===== config.mk =====
export PLATFORM = sky130hd
export DESIGN_NAME = fp_addsub
export DESIGN_NICKNAME = d
export VERILOG_FILES = /design/src/rtl/fp_pkg.sv /design/src/rtl/fp_lzc.sv /design/src/rtl/fp_addsub.sv
export SDC_FILE = /design/constraint.sdc
export NUM_CORES = 1
export LEC_CHECK = 0
export BUFFER_PORTS_ARGS = -buffer_cell sky130_fd_sc_hd__clkbuf_2
export CAP_MARGIN = 30
export CORE_UTILIZATION = 24
export CTS_CLUSTER_DIAMETER = 50
export DETAILED_ROUTE_END_ITERATION = 16
export GPL_ROUTABILITY_DRIVEN = 0
export PLACE_DENSITY = 0.43
export SLEW_MARGIN = 10
export SYNTH_ARGS = -nofsm -noshare
export SYNTH_HDL_FRONTEND = slang
export SYNTH_SLANG_ARGS = --single-unit
export TNS_END_PERCENT = 30

===== constraint.sdc =====
create_clock -name clk -period 12.33 [get_ports clk]
set_clock_uncertainty 0.1 [all_clocks]
set_input_delay 0.6165 -clock clk [delete_from_list [all_inputs] [get_ports clk]]
set_output_delay 0.6165 -clock clk [all_outputs]
set_load 0.01 [all_outputs]

===== src/rtl/fp_pkg.sv =====
// Shared definitions for the floating-point add/subtract block.
//  - Default-format widths and derived constants (W, BIAS, EXP_MAX)
//  - Bit positions inside the 4-bit exception flag vector
//  - FSM state encoding (fixed localparam codes wrapped in an enum)
//  - canon_nan(): builds the canonical quiet NaN for any exponent/fraction width
package fp_pkg;

    localparam int DEF_EXP_W = 8;
    localparam int DEF_MAN_W = 23;
    localparam int W         = 1 + DEF_EXP_W + DEF_MAN_W;
    localparam int BIAS      = (1 << (DEF_EXP_W - 1)) - 1;
    localparam int EXP_MAX   = (1 << DEF_EXP_W) - 1;

    // Flag vector layout: {invalid, overflow, underflow, inexact}
    localparam int FLAG_INX = 0;
    localparam int FLAG_UNF = 1;
    localparam int FLAG_OVF = 2;
    localparam int FLAG_INV = 3;

    // Fixed state codes, kept stable so older trace tooling still decodes them
    localparam logic [3:0] S_GET_A   = 4'd0;
    localparam logic [3:0] S_GET_B   = 4'd1;
    localparam logic [3:0] S_UNPACK  = 4'd2;
    localparam logic [3:0] S_SPECIAL = 4'd3;
    localparam logic [3:0] S_ALIGN   = 4'd4;
    localparam logic [3:0] S_ADD     = 4'd5;
    localparam logic [3:0] S_NORM    = 4'd6;
    localparam logic [3:0] S_ROUND   = 4'd7;
    localparam logic [3:0] S_PACK    = 4'd8;
    localparam logic [3:0] S_PUT_Z   = 4'd9;

    typedef enum logic [3:0] {
        GET_A   = S_GET_A,
        GET_B   = S_GET_B,
        UNPACK  = S_UNPACK,
        SPECIAL = S_SPECIAL,
        ALIGN   = S_ALIGN,
        ADD     = S_ADD,
        NORM    = S_NORM,
        ROUND   = S_ROUND,
        PACK    = S_PACK,
        PUT_Z   = S_PUT_Z
    } state_t;

    // Canonical qNaN: sign 0, exponent all ones, fraction MSB set, rest zero.
    // Returned right-aligned in 64 bits; callers truncate to their word width.
    function automatic logic [63:0] canon_nan(input int exp_w, input int man_w);
        logic [63:0] ones;
        ones = (64'd1 << (exp_w + 1)) - 64'd1;
        return ones << (man_w - 1);
    endfunction

endpackage


===== src/rtl/fp_lzc.sv =====
// Combinational leading-zero counter.
//  value : WIDTH-bit input vector
//  count : number of zeros above the most significant set bit (WIDTH when value is 0)
module fp_lzc #(
    parameter int WIDTH = 27,
    parameter int CW    = $clog2(WIDTH + 1)
) (
    input  logic [WIDTH-1:0] value,
    output logic [CW-1:0]    count
);

    // Scan upward; the highest set bit is visited last and therefore wins
    always_comb begin
        count = CW'(WIDTH);
        for (int i = 0; i < WIDTH; i++) begin
            count = value[i] ? CW'(WIDTH - 1 - i) : count;
        end
    end

endmodule


===== src/rtl/fp_addsub.sv =====
// IEEE-754 binary floating-point adder/subtractor, one operation in flight.
//  clk, rst          : single clock, synchronous active-high reset
//  input_a/_stb/_ack : operand A channel (transfer on stb & ack)
//  input_b/_op/_stb/_ack : operand B channel; op 0 = A+B, 1 = A-B, sampled with B
//  output_z/_flags/_stb/_ack : result channel; flags = {invalid, overflow, underflow, inexact}
// Round-to-nearest-even, full subnormal support. Result appears 8 cycles after the
// B handshake, or 3 cycles for NaN/infinity/zero special cases.
module fp_addsub
    import fp_pkg::*;
#(
    parameter int EXP_W = 8,
    parameter int MAN_W = 23
) (
    input  logic                   clk,
    input  logic                   rst,
    input  logic [EXP_W+MAN_W:0]   input_a,
    input  logic                   input_a_stb,
    output logic                   input_a_ack,
    input  logic [EXP_W+MAN_W:0]   input_b,
    input  logic                   input_op,
    input  logic                   input_b_stb,
    output logic                   input_b_ack,
    output logic [EXP_W+MAN_W:0]   output_z,
    output logic [3:0]             output_flags,
    output logic                   output_z_stb,
    input  logic                   output_z_ack
);

    localparam int WD = 1 + EXP_W + MAN_W;
    localparam int MW = MAN_W + 4;           // hidden + fraction + guard/round/sticky
    localparam int SW = MW + 1;              // room for the addition carry
    localparam int EW = EXP_W + 2;           // headroom for exponent increments
    localparam int CW = $clog2(MW + 1);

    localparam logic [EW-1:0] E_ONE = EW'(1);
    localparam logic [EW-1:0] E_TOP = EW'((1 << EXP_W) - 1);
    localparam logic [EW-1:0] E_FAR = EW'(MAN_W + 3);
    localparam logic [WD-1:0] QNAN  = WD'(canon_nan(EXP_W, MAN_W));

    state_t           state_r;
    logic [WD-1:0]    a_r, b_r;
    logic             op_r;
    logic             a_s_r, b_s_r, z_s_r;
    logic [EW-1:0]    a_e_r, b_e_r, z_e_r;
    logic [MW-1:0]    a_m_r, b_m_r, z_m_r;
    logic [SW-1:0]    sum_r;
    logic [MAN_W:0]   rnd_m_r;
    logic             inexact_r;

    // Raw field views of the latched operands
    logic [EXP_W-1:0] a_exp_s, b_exp_s;
    logic [MAN_W-1:0] a_frac_s, b_frac_s;
    assign a_exp_s  = a_r[WD-2:MAN_W];
    assign b_exp_s  = b_r[WD-2:MAN_W];
    assign a_frac_s = a_r[MAN_W-1:0];
    assign b_frac_s = b_r[MAN_W-1:0];

    // Operand classification and special-case result selection
    logic          a_nan_s, b_nan_s, a_inf_s, b_inf_s, a_zero_s, b_zero_s;
    logic          spec_hit_s;
    logic [WD-1:0] spec_z_s;
    logic [3:0]    spec_flags_s;
    always_comb begin
        a_nan_s  = (&a_exp_s) & (|a_frac_s);
        b_nan_s  = (&b_exp_s) & (|b_frac_s);
        a_inf_s  = (&a_exp_s) & ~(|a_frac_s);
        b_inf_s  = (&b_exp_s) & ~(|b_frac_s);
        a_zero_s = ~(|a_exp_s) & ~(|a_frac_s);
        b_zero_s = ~(|b_exp_s) & ~(|b_frac_s);
        spec_hit_s   = 1'b1;
        spec_z_s     = '0;
        spec_flags_s = 4'b0000;
        if (a_nan_s || b_nan_s || (a_inf_s && b_inf_s && (a_s_r != b_s_r))) begin
            spec_z_s               = QNAN;
            spec_flags_s[FLAG_INV] = 1'b1;
        end else if (a_inf_s) begin
            spec_z_s = {a_s_r, {EXP_W{1'b1}}, {MAN_W{1'b0}}};
        end else if (b_inf_s) begin
            spec_z_s = {b_s_r, {EXP_W{1'b1}}, {MAN_W{1'b0}}};
        end else if (a_zero_s && b_zero_s) begin
            // Signs here are effective (B already flipped for subtraction)
            spec_z_s = {a_s_r & b_s_r, {(WD-1){1'b0}}};
        end else begin
            spec_hit_s = 1'b0;
        end
    end

    // Barrel alignment of the smaller-exponent mantissa, folding lost bits into sticky
    logic          a_big_s;
    logic [EW-1:0] diff_s, big_e_s;
    logic [MW-1:0] small_m_s, aligned_m_s;
    logic          lost_s;
    always_comb begin
        a_big_s = (a_e_r > b_e_r);
        if (a_big_s) begin
            diff_s    = a_e_r - b_e_r;
            small_m_s = b_m_r;
            big_e_s   = a_e_r;
        end else begin
            diff_s    = b_e_r - a_e_r;
            small_m_s = a_m_r;
            big_e_s   = b_e_r;
        end
        lost_s = 1'b0;
        if (diff_s >= E_FAR) begin
            aligned_m_s = {{(MW-1){1'b0}}, |small_m_s};
        end else begin
            lost_s      = |(small_m_s & ~({MW{1'b1}} << diff_s));
            aligned_m_s = (small_m_s >> diff_s) | {{(MW-1){1'b0}}, lost_s};
        end
    end

    // Magnitude add/subtract; an exactly zero difference is forced to +0
    logic [SW-1:0] add_sum_s;
    logic          add_sgn_raw_s, add_sgn_s;
    always_comb begin
        if (a_s_r == b_s_r) begin
            add_sum_s     = {1'b0, a_m_r} + {1'b0, b_m_r};
            add_sgn_raw_s = a_s_r;
        end else if (a_m_r >= b_m_r) begin
            add_sum_s     = {1'b0, a_m_r - b_m_r};
            add_sgn_raw_s = a_s_r;
        end else begin
            add_sum_s     = {1'b0, b_m_r - a_m_r};
            add_sgn_raw_s = b_s_r;
        end
        add_sgn_s = (add_sum_s == '0) ? 1'b0 : add_sgn_raw_s;
    end

    logic [CW-1:0] lz_s;
    fp_lzc #(.WIDTH(MW), .CW(CW)) u_lzc (
        .value (sum_r[MW-1:0]),
        .count (lz_s)
    );

    // Normalisation: carry shifts right, otherwise left by lzc but never below exp 1
    logic [MW-1:0] norm_m_s;
    logic [EW-1:0] norm_e_s, norm_sh_s, e_room_s;
    always_comb begin
        e_room_s = z_e_r - E_ONE;
        if (sum_r[SW-1]) begin
            norm_sh_s = '0;
            norm_m_s  = {sum_r[SW-1:2], sum_r[1] | sum_r[0]};
            norm_e_s  = z_e_r + E_ONE;
        end else begin
            norm_sh_s = (EW'(lz_s) < e_room_s) ? EW'(lz_s) : e_room_s;
            norm_m_s  = sum_r[MW-1:0] << norm_sh_s;
            norm_e_s  = z_e_r - norm_sh_s;
        end
    end

    // Round to nearest, ties to even; a carry out of the mantissa bumps the exponent
    logic           g_s, r_s, st_s, lsb_s, inc_s, rnd_inx_s;
    logic [MAN_W+1:0] rnd_sum_s;
    logic [MAN_W:0] rnd_m_s;
    logic [EW-1:0]  rnd_e_s;
    always_comb begin
        lsb_s     = z_m_r[3];
        g_s       = z_m_r[2];
        r_s       = z_m_r[1];
        st_s      = z_m_r[0];
        inc_s     = g_s & (r_s | st_s | lsb_s);
        rnd_inx_s = g_s | r_s | st_s;
        rnd_sum_s = {1'b0, z_m_r[MW-1:3]} + {{(MAN_W+1){1'b0}}, inc_s};
        if (rnd_sum_s[MAN_W+1]) begin
            rnd_m_s = rnd_sum_s[MAN_W+1:1];
            rnd_e_s = z_e_r + E_ONE;
        end else begin
            rnd_m_s = rnd_sum_s[MAN_W:0];
            rnd_e_s = z_e_r;
        end
    end

    // Final encoding: overflow to infinity, subnormal/zero, or normal
    logic [WD-1:0] pack_z_s;
    logic [3:0]    pack_flags_s;
    always_comb begin
        pack_flags_s = 4'b0000;
        if (z_e_r >= E_TOP) begin
            pack_z_s               = {z_s_r, {EXP_W{1'b1}}, {MAN_W{1'b0}}};
            pack_flags_s[FLAG_OVF] = 1'b1;
            pack_flags_s[FLAG_INX] = 1'b1;
        end else if (!rnd_m_r[MAN_W]) begin
            pack_z_s               = {z_s_r, {EXP_W{1'b0}}, rnd_m_r[MAN_W-1:0]};
            pack_flags_s[FLAG_UNF] = inexact_r;
            pack_flags_s[FLAG_INX] = inexact_r;
        end else begin
            pack_z_s               = {z_s_r, z_e_r[EXP_W-1:0], rnd_m_r[MAN_W-1:0]};
            pack_flags_s[FLAG_INX] = inexact_r;
        end
    end

    // Control FSM and datapath registers
    always_ff @(posedge clk) begin
        if (rst) begin
            state_r      <= GET_A;
            input_a_ack  <= 1'b0;
            input_b_ack  <= 1'b0;
            output_z     <= '0;
            output_flags <= 4'b0000;
            output_z_stb <= 1'b0;
            a_r          <= '0;
            b_r          <= '0;
            op_r         <= 1'b0;
            a_s_r        <= 1'b0;
            b_s_r        <= 1'b0;
            z_s_r        <= 1'b0;
            a_e_r        <= '0;
            b_e_r        <= '0;
            z_e_r        <= '0;
            a_m_r        <= '0;
            b_m_r        <= '0;
            z_m_r        <= '0;
            sum_r        <= '0;
            rnd_m_r      <= '0;
            inexact_r    <= 1'b0;
        end else begin
            case (state_r)
                GET_A: begin
                    if (input_a_ack && input_a_stb) begin
                        a_r         <= input_a;
                        input_a_ack <= 1'b0;
                        state_r     <= GET_B;
                    end else begin
                        input_a_ack <= 1'b1;
                    end
                end
                GET_B: begin
                    if (input_b_ack && input_b_stb) begin
                        b_r         <= input_b;
                        op_r        <= input_op;
                        input_b_ack <= 1'b0;
                        state_r     <= UNPACK;
                    end else begin
                        input_b_ack <= 1'b1;
                    end
                end
                UNPACK: begin
                    // Subnormals use effective exponent 1 with a clear hidden bit
                    a_s_r   <= a_r[WD-1];
                    b_s_r   <= b_r[WD-1] ^ op_r;
                    a_e_r   <= (a_exp_s == '0) ? E_ONE : {2'b00, a_exp_s};
                    b_e_r   <= (b_exp_s == '0) ? E_ONE : {2'b00, b_exp_s};
                    a_m_r   <= {|a_exp_s, a_frac_s, 3'b000};
                    b_m_r   <= {|b_exp_s, b_frac_s, 3'b000};
                    state_r <= SPECIAL;
                end
                SPECIAL: begin
                    if (spec_hit_s) begin
                        output_z     <= spec_z_s;
                        output_flags <= spec_flags_s;
                        output_z_stb <= 1'b1;
                        state_r      <= PUT_Z;
                    end else begin
                        state_r <= ALIGN;
                    end
                end
                ALIGN: begin
                    if (a_big_s) begin
                        b_m_r <= aligned_m_s;
                    end else begin
                        a_m_r <= aligned_m_s;
                    end
                    z_e_r   <= big_e_s;
                    state_r <= ADD;
                end
                ADD: begin
                    sum_r   <= add_sum_s;
                    z_s_r   <= add_sgn_s;
                    state_r <= NORM;
                end
                NORM: begin
                    z_m_r   <= norm_m_s;
                    z_e_r   <= norm_e_s;
                    state_r <= ROUND;
                end
                ROUND: begin
                    rnd_m_r   <= rnd_m_s;
                    z_e_r     <= rnd_e_s;
                    inexact_r <= rnd_inx_s;
                    state_r   <= PACK;
                end
                PACK: begin
                    output_z     <= pack_z_s;
                    output_flags <= pack_flags_s;
                    output_z_stb <= 1'b1;
                    state_r      <= PUT_Z;
                end
                PUT_Z: begin
                    if (output_z_ack) begin
                        output_z_stb <= 1'b0;
                        state_r      <= GET_A;
                    end else begin
                        output_z_stb <= 1'b1;
                    end
                end
                default: begin
                    state_r <= GET_A;
                end
            endcase
        end
    end

endmodule


# [Word level (Yosys, flattened, before mapping)]
# Cells that the tools add are included.
# W data, S select, Z words.
[op_classes] add_sub_neg=9 n_lt_le_gt_ge=5 n_eq_ne=18 shift=3 mux=77 n_bitwise=21 n_reduce_logical=31
[op_table] operator="$mux W27" count=6
[op_table] operator="$mux W32" count=5
[op_table] operator="$mux W5" count=26
[op_table] operator="$pmux W27 S2" count=2
[op_table] operator="$pmux W32 S2" count=1
[op_table] operator="$mux W31" count=2
[op_table] operator="$reduce_or A27 Y1" count=2
[op_table] operator="$sub A27 B27 Y27" count=2
[op_table] operator="$mux W10" count=5
[op_table] operator="$reduce_or A23 Y1" count=2
[op_table] operator="$pmux W4 S10" count=1
[op_table] operator="$pmux W10 S3" count=1
[op_table] operator="$sub A10 B10 Y10" count=3
[op_table] operator="$add A27 B27 Y28" count=1
[op_table] operator="$logic_not A28 Y1" count=1
[op_table] operator="$mux W28" count=1
[op_table] operator="$and A27 B27 Y27" count=1
[op_table] operator="$ge A27 B27 Y1" count=1
[op_table] operator="$not A27 Y27" count=1
[op_table] operator="$or A27 B1 Y27" count=1
[op_table] operator="$shl A27 B10 Y27" count=1
[op_table] operator="$shl A27 B10 Y27 const A" count=1
[op_table] operator="$shr A27 B10 Y27" count=1
[op_table] operator="$add A24 B1 Y25" count=1
[op_table] operator="other kinds (33)" count=95
[totals] ff_bits=275 input_bits=70 out_inout_bits=39

# [Depth between registers and ports, before layout]
[logic_depth] ltp_word=32 ltp_mapped=30 mapped_depth_nobuf=27

# [Cells and area by module]
# From an unflattened synthesis, not the netlist that was laid out.
[hier_totals] hier_cells=2801 hier_area_um2=20956.3
[by_module_without_submodules] module="fp_addsub" instances=1 cells_each=2749 area_per_inst_um2=20676.1
[by_module_without_submodules] module="fp_lzc" instances=1 cells_each=52 area_per_inst_um2=280.3

# [Worst setup path after synthesis]
# Ideal clock, no wire load.
[synth_path] path_kind="register -> register" startpoint="reg sum_r[7]" endpoint="reg z_e_r[9]" arrival_ns=4.979 t_required_ns=12.102 path_slack_ns=7.124 stages_incl_launch_ff=27 synth_period_minus_slack_ns=5.206 path_cell_list="dfxtp_1 > or4_1 > nor4b_1 > o21bai_1 > inv_1 > ha_1 > a21o_1 > a21oi_1 > or2_2 > nor2_1 > a31oi_4 > mux2i_1 > inv_1 > buf_2 > ha_1 > nor2b_1 > o21ai_0 > a21boi_0 > o21ai_0 > a21boi_0 > o21a_1 > o21a_1 > o21ai_0 > nand2b_1 > a21bo_2 > a22oi_1 > nor2_1"
[synth_via] elab_chain_len=25
[synth_lines] item="start, declared" line_no="fp_addsub.sv:46" source="logic [SW-1:0] sum_r;"
[synth_lines] item="start signal, assigned" line_no="fp_addsub.sv:268" source="sum_r <= add_sum_s;"
[synth_lines] item="$mux W5 (*) (20 in a row)" line_no="fp_lzc.sv:16" source="count = value[i] ? CW'(WIDTH - 1 - i) : count;"
[synth_lines] item="$lt A5 B10 Y1" line_no="fp_addsub.sv:146" source="norm_sh_s = (EW'(lz_s) < e_room_s) ? EW'(lz_s) : e_room_s;"
[synth_lines] item="$mux W10 (*)" line_no="fp_addsub.sv:146"
[synth_lines] item="$sub A10 B10 Y10 (*)" line_no="fp_addsub.sv:148" source="norm_e_s = z_e_r - norm_sh_s;"
[synth_lines] item="$mux W10 (*)" line_no="fp_addsub.sv:141" source="if (sum_r[SW-1]) begin"
[synth_lines] item="$pmux W10 S3 (*)" line_no="fp_addsub.sv:218" source="case (state_r)"
[synth_lines] item="end signal, assigned" line_no="fp_addsub.sv:264" source="z_e_r <= big_e_s;"
[synth_lines] item="end signal, assigned" line_no="fp_addsub.sv:274" source="z_e_r <= norm_e_s;"
[synth_lines] item="end signal, assigned" line_no="fp_addsub.sv:279" source="z_e_r <= rnd_e_s;"
[synth_lines] item="end, declared" line_no="fp_addsub.sv:44" source="logic [EW-1:0] a_e_r, b_e_r, z_e_r;"
# Every way passes the cells marked *; elsewhere a longest branch is shown, timed or not.
# A chain may end at the register's enable or synchronous reset.

# [Worst setup path in the final report]
# Same ends and word-level chain as after synthesis.

==> flow_summary.toml <==
[outcome]
outcome = "finished clean"

[place]
numPortBuffers = 108
dp_hpwl_um = 62600

[critical_path]
r2r_setup_slack_ns = 6.23
cp.required_ns = 12.65
reg2reg_depth = 26
cp-start-kind = "flop"
crit-reg2reg-launch = "sum_r[7]"
crit_type = "reg -> reg"
cpMostUsedCell = "o21ai_0"
cp.arrival_ns = 6.42
crit_fanout = 34
rr_endpoint = "z_e_r[9]"
cp_slowest_cell = "or4_1"
cp-end-kind = "flop"
cp-startpoint = "sum_r[7]"
crit_path_end = "z_e_r[9]"
max_stage_delay_ns = 0.58

[clock_tree]
cts_tree = "done"
numCtsBuffers = 44
cts_hold_buf = 0
cts_resized = 0
htreeDepth = 2
cts_buffer_depth = 3
cts.sinks = 271
cts_setup_buffers = 0
insertion_delay_ns = 0.59
root_buffer = "clkbuf_16"
clkTransAtPathRegs_ns = 0.06

[logic_synthesis]
synth_flop_cell = "dfxtp_1"
syn_inst = 2827
synth_area_per_cell_sq_um = 7.39
synth-async-reset-ratio = 0
yosys_warnings = 0
synth_area_sq_um = 20900
ys_seq_elements = 271
ys_types = 95
synth_top_area_frac = 0.260
synth_edf_count = 0
ys_seq_area_frac = 0.260
synthTopCellsByArea = "dfxtp_1 26%, a21oi_1 7.8%, nand2_1 7.6%"
yosys.area.top_type = "dfxtp_1"

[grt]
gr-total-overflow = 0
grt_start_max_net_pins = 76
antenna_found_initial = 0
grt_usage = 0.181
grt_pass1_wl_um = 127000
grt_pass1_vias = 20300

[timing]
fin_crit_sh = 0.495
hold_viol_final = 0
setup_tns_ns = 0
maxSlewViolCount = 0
fmaxAchievable_mhz = 164
rsz0062_at_grt = "no"
slew_headroom = 0.340
worst_slew_pin_slew_ns = 0.988
finalSetupViolCount = 0
min_period_ns = 6.10

[cells_and_area]
drive_above_1_share = 0.112
post-route-util = 0.279
final_cell_mix = "423 x nand2_1, 323 x a21oi_1, 271 x dfxtp_1, 250 x nor2_1, 124 x inv_1"
area_delta_synth_final_pct = 14.3
mostFrequentLayoutCell = "nand2_1"
nets = 3015
diodes = 0
fill_cells = 9624

[power_and_ir_drop]
seqPwrFrac = 0.242
p_per_area_nw_per_um2 = 173
switching_power_mw = 1.83
switching_share = 0.442
intPower_mw = 2.30
p_comb_frac = 0.461
clkPwrFrac = 0.297
p_leak_nw = 9.16
vdd_drop_max_mv = 0.184

[route]
drc = 0
dr.max_layer_used = "met4"
first_pass_iters = 5
post_drt_wl_per_cell_um = 20.5
drtIter0Drc = 1677
dr_wl_met2_um = 36300
antenna_left = 0
wirelength_um = 82000
met1_length_um = 38700
vias = 20900
wl_met3_um = 3920
viasPerCell = 5.23

[floorplan]
num_rows = 107
start_util = 0.244
dieArea_sq_um = 88200
pin_count = 109
coreArea_sq_um = 85700
die_w_um = 297
die_h_um = 297

[hold_path]
hold_path.class = "in -> reg"

[job]
cap_violations = 0
-- synth_stat cells, types with 30 or more instances --
cell	number
dfxtp_1	271
a221oi_1	43
nand2_1	424
nor2_1	255
o21ai_0	95
nand4_1	30
mux2i_1	124
inv_1	124
a21o_1	38
buf_2	32
a21oi_1	326
nand3_1	72
a211oi_1	79
a31oi_1	40
clkbuf_1	148
nor4_1	37
ha_1	113
a22oi_1	34
xnor2_1	42
nor3_1	79
-- registers in the layout (all words and copies together) (netlist names), 4 cells and up --
name	cells
state_r	4
a_m_r	27
a_r	32
b_r	32
b_e_r	8
a_e_r	8
rnd_m_r	24
z_m_r	27
sum_r	28
output_z	32
z_e_r	10
b_m_r	27
output_flags	4
-- power by group through the flow --
stage / Sequential (mW) / Combinational [mW] / Clock (mW)
2_1_floorplan: 0.980 / 1.32 / 0
3_5_place_dp: 1.02 / 1.87 / 0
5_1_grt: 1.00 / 2.06 / 1.29
6_report: 0.998 / 1.91 / 1.23
4_1_cts: 0.996 / 1.88 / 1.26
3_3_place_gp: 1.01 / 1.89 / 0
-- per-stage QoR --
| stage | hold WS, ns | instance area, sq um | instances | setup slack (ns) | total power, mW |
|---|---|---|---|---|---|
| after floorplan | 0.332 | 20900 | 2830 | 7.12 | 2.30 |
| after global placement | 0.344 | 22400 | 3924 | 6.29 | 2.91 |
| after detailed placement | 0.348 | 22400 | 3924 | 6.25 | 2.89 |
| after CTS | 0.123 | 23900 | 4000 | 6.24 | 4.14 |
| after global routing | 0.146 | 23900 | 4000 | 5.58 | 4.36 |
| final | 0.146 | 23900 | 4000 | 6.23 | 4.13 |
-- critical path, delay by kind of cell (launching register included) --
family	cells	cell delay, ns
flip-flops	1	0.39
AO/OA/AOI/OAI	13	2.35
AND/OR/NAND/NOR	7	1.34
adder cells (fa/ha/maj)	2	0.62
multiplexers	1	0.26
buffers and inverters	3	0.87
-- routing by layer --
| layer | vias up | global-route usage |
|---|---|---|
| li1 | 10200 | - |
| met1 | 9992 | 0.251 |
| met2 | 603 | 0.284 |
| met3 | 137 | 0.0194 |
| met4 | 0 | 0.0690 |
| met5 | - | 0 |
-- worst min-delay path by stage --
stage               depth (start not counted)  slack, ns  endpoint        start
floorplan                                   2       0.33     a_s_r      a_r[31]
global placement                            2       0.34     a_s_r      a_r[31]
detailed placement                          2       0.35     a_s_r      a_r[31]
CTS                                         3       0.12    b_r[3]   input_b[3]
global route                                3       0.15   b_r[10]  input_b[10]
finish                                      3       0.15    b_r[3]   input_b[3]
-- cell families after synthesis --
| group | count (synthesis) | synth area share |
|---|---|---|
| XOR/XNOR | 64 | 0.0268 |
| buffers and inverters | 330 | 0.0653 |
| adder cells (fa/ha/maj) | 119 | 0.0735 |
| other | 1 | 0.000180 |
| AND/OR/NAND/NOR | 1040 | 0.225 |
| flip-flops | 271 | 0.260 |
| multiplexers | 159 | 0.0875 |
| AO/OA/AOI/OAI | 843 | 0.262 |
-- cell type report --
class | instances | area [sq um] | area share
Timing Repair Buffer | 154 | 896 | 0.0375
Inverter | 126 | 475 | 0.0199
Sequential cell | 271 | 5430 | 0.227
Clock inverter | 26 | 273 | 0.0114
Clock buffer | 50 | 1150 | 0.0483
Tap cell | 1144 | 1430 | 0.0600
Multi-Input combinational cell | 2229 | 14200 | 0.596
No activity file was read; power rests on OpenSTA's default activity.
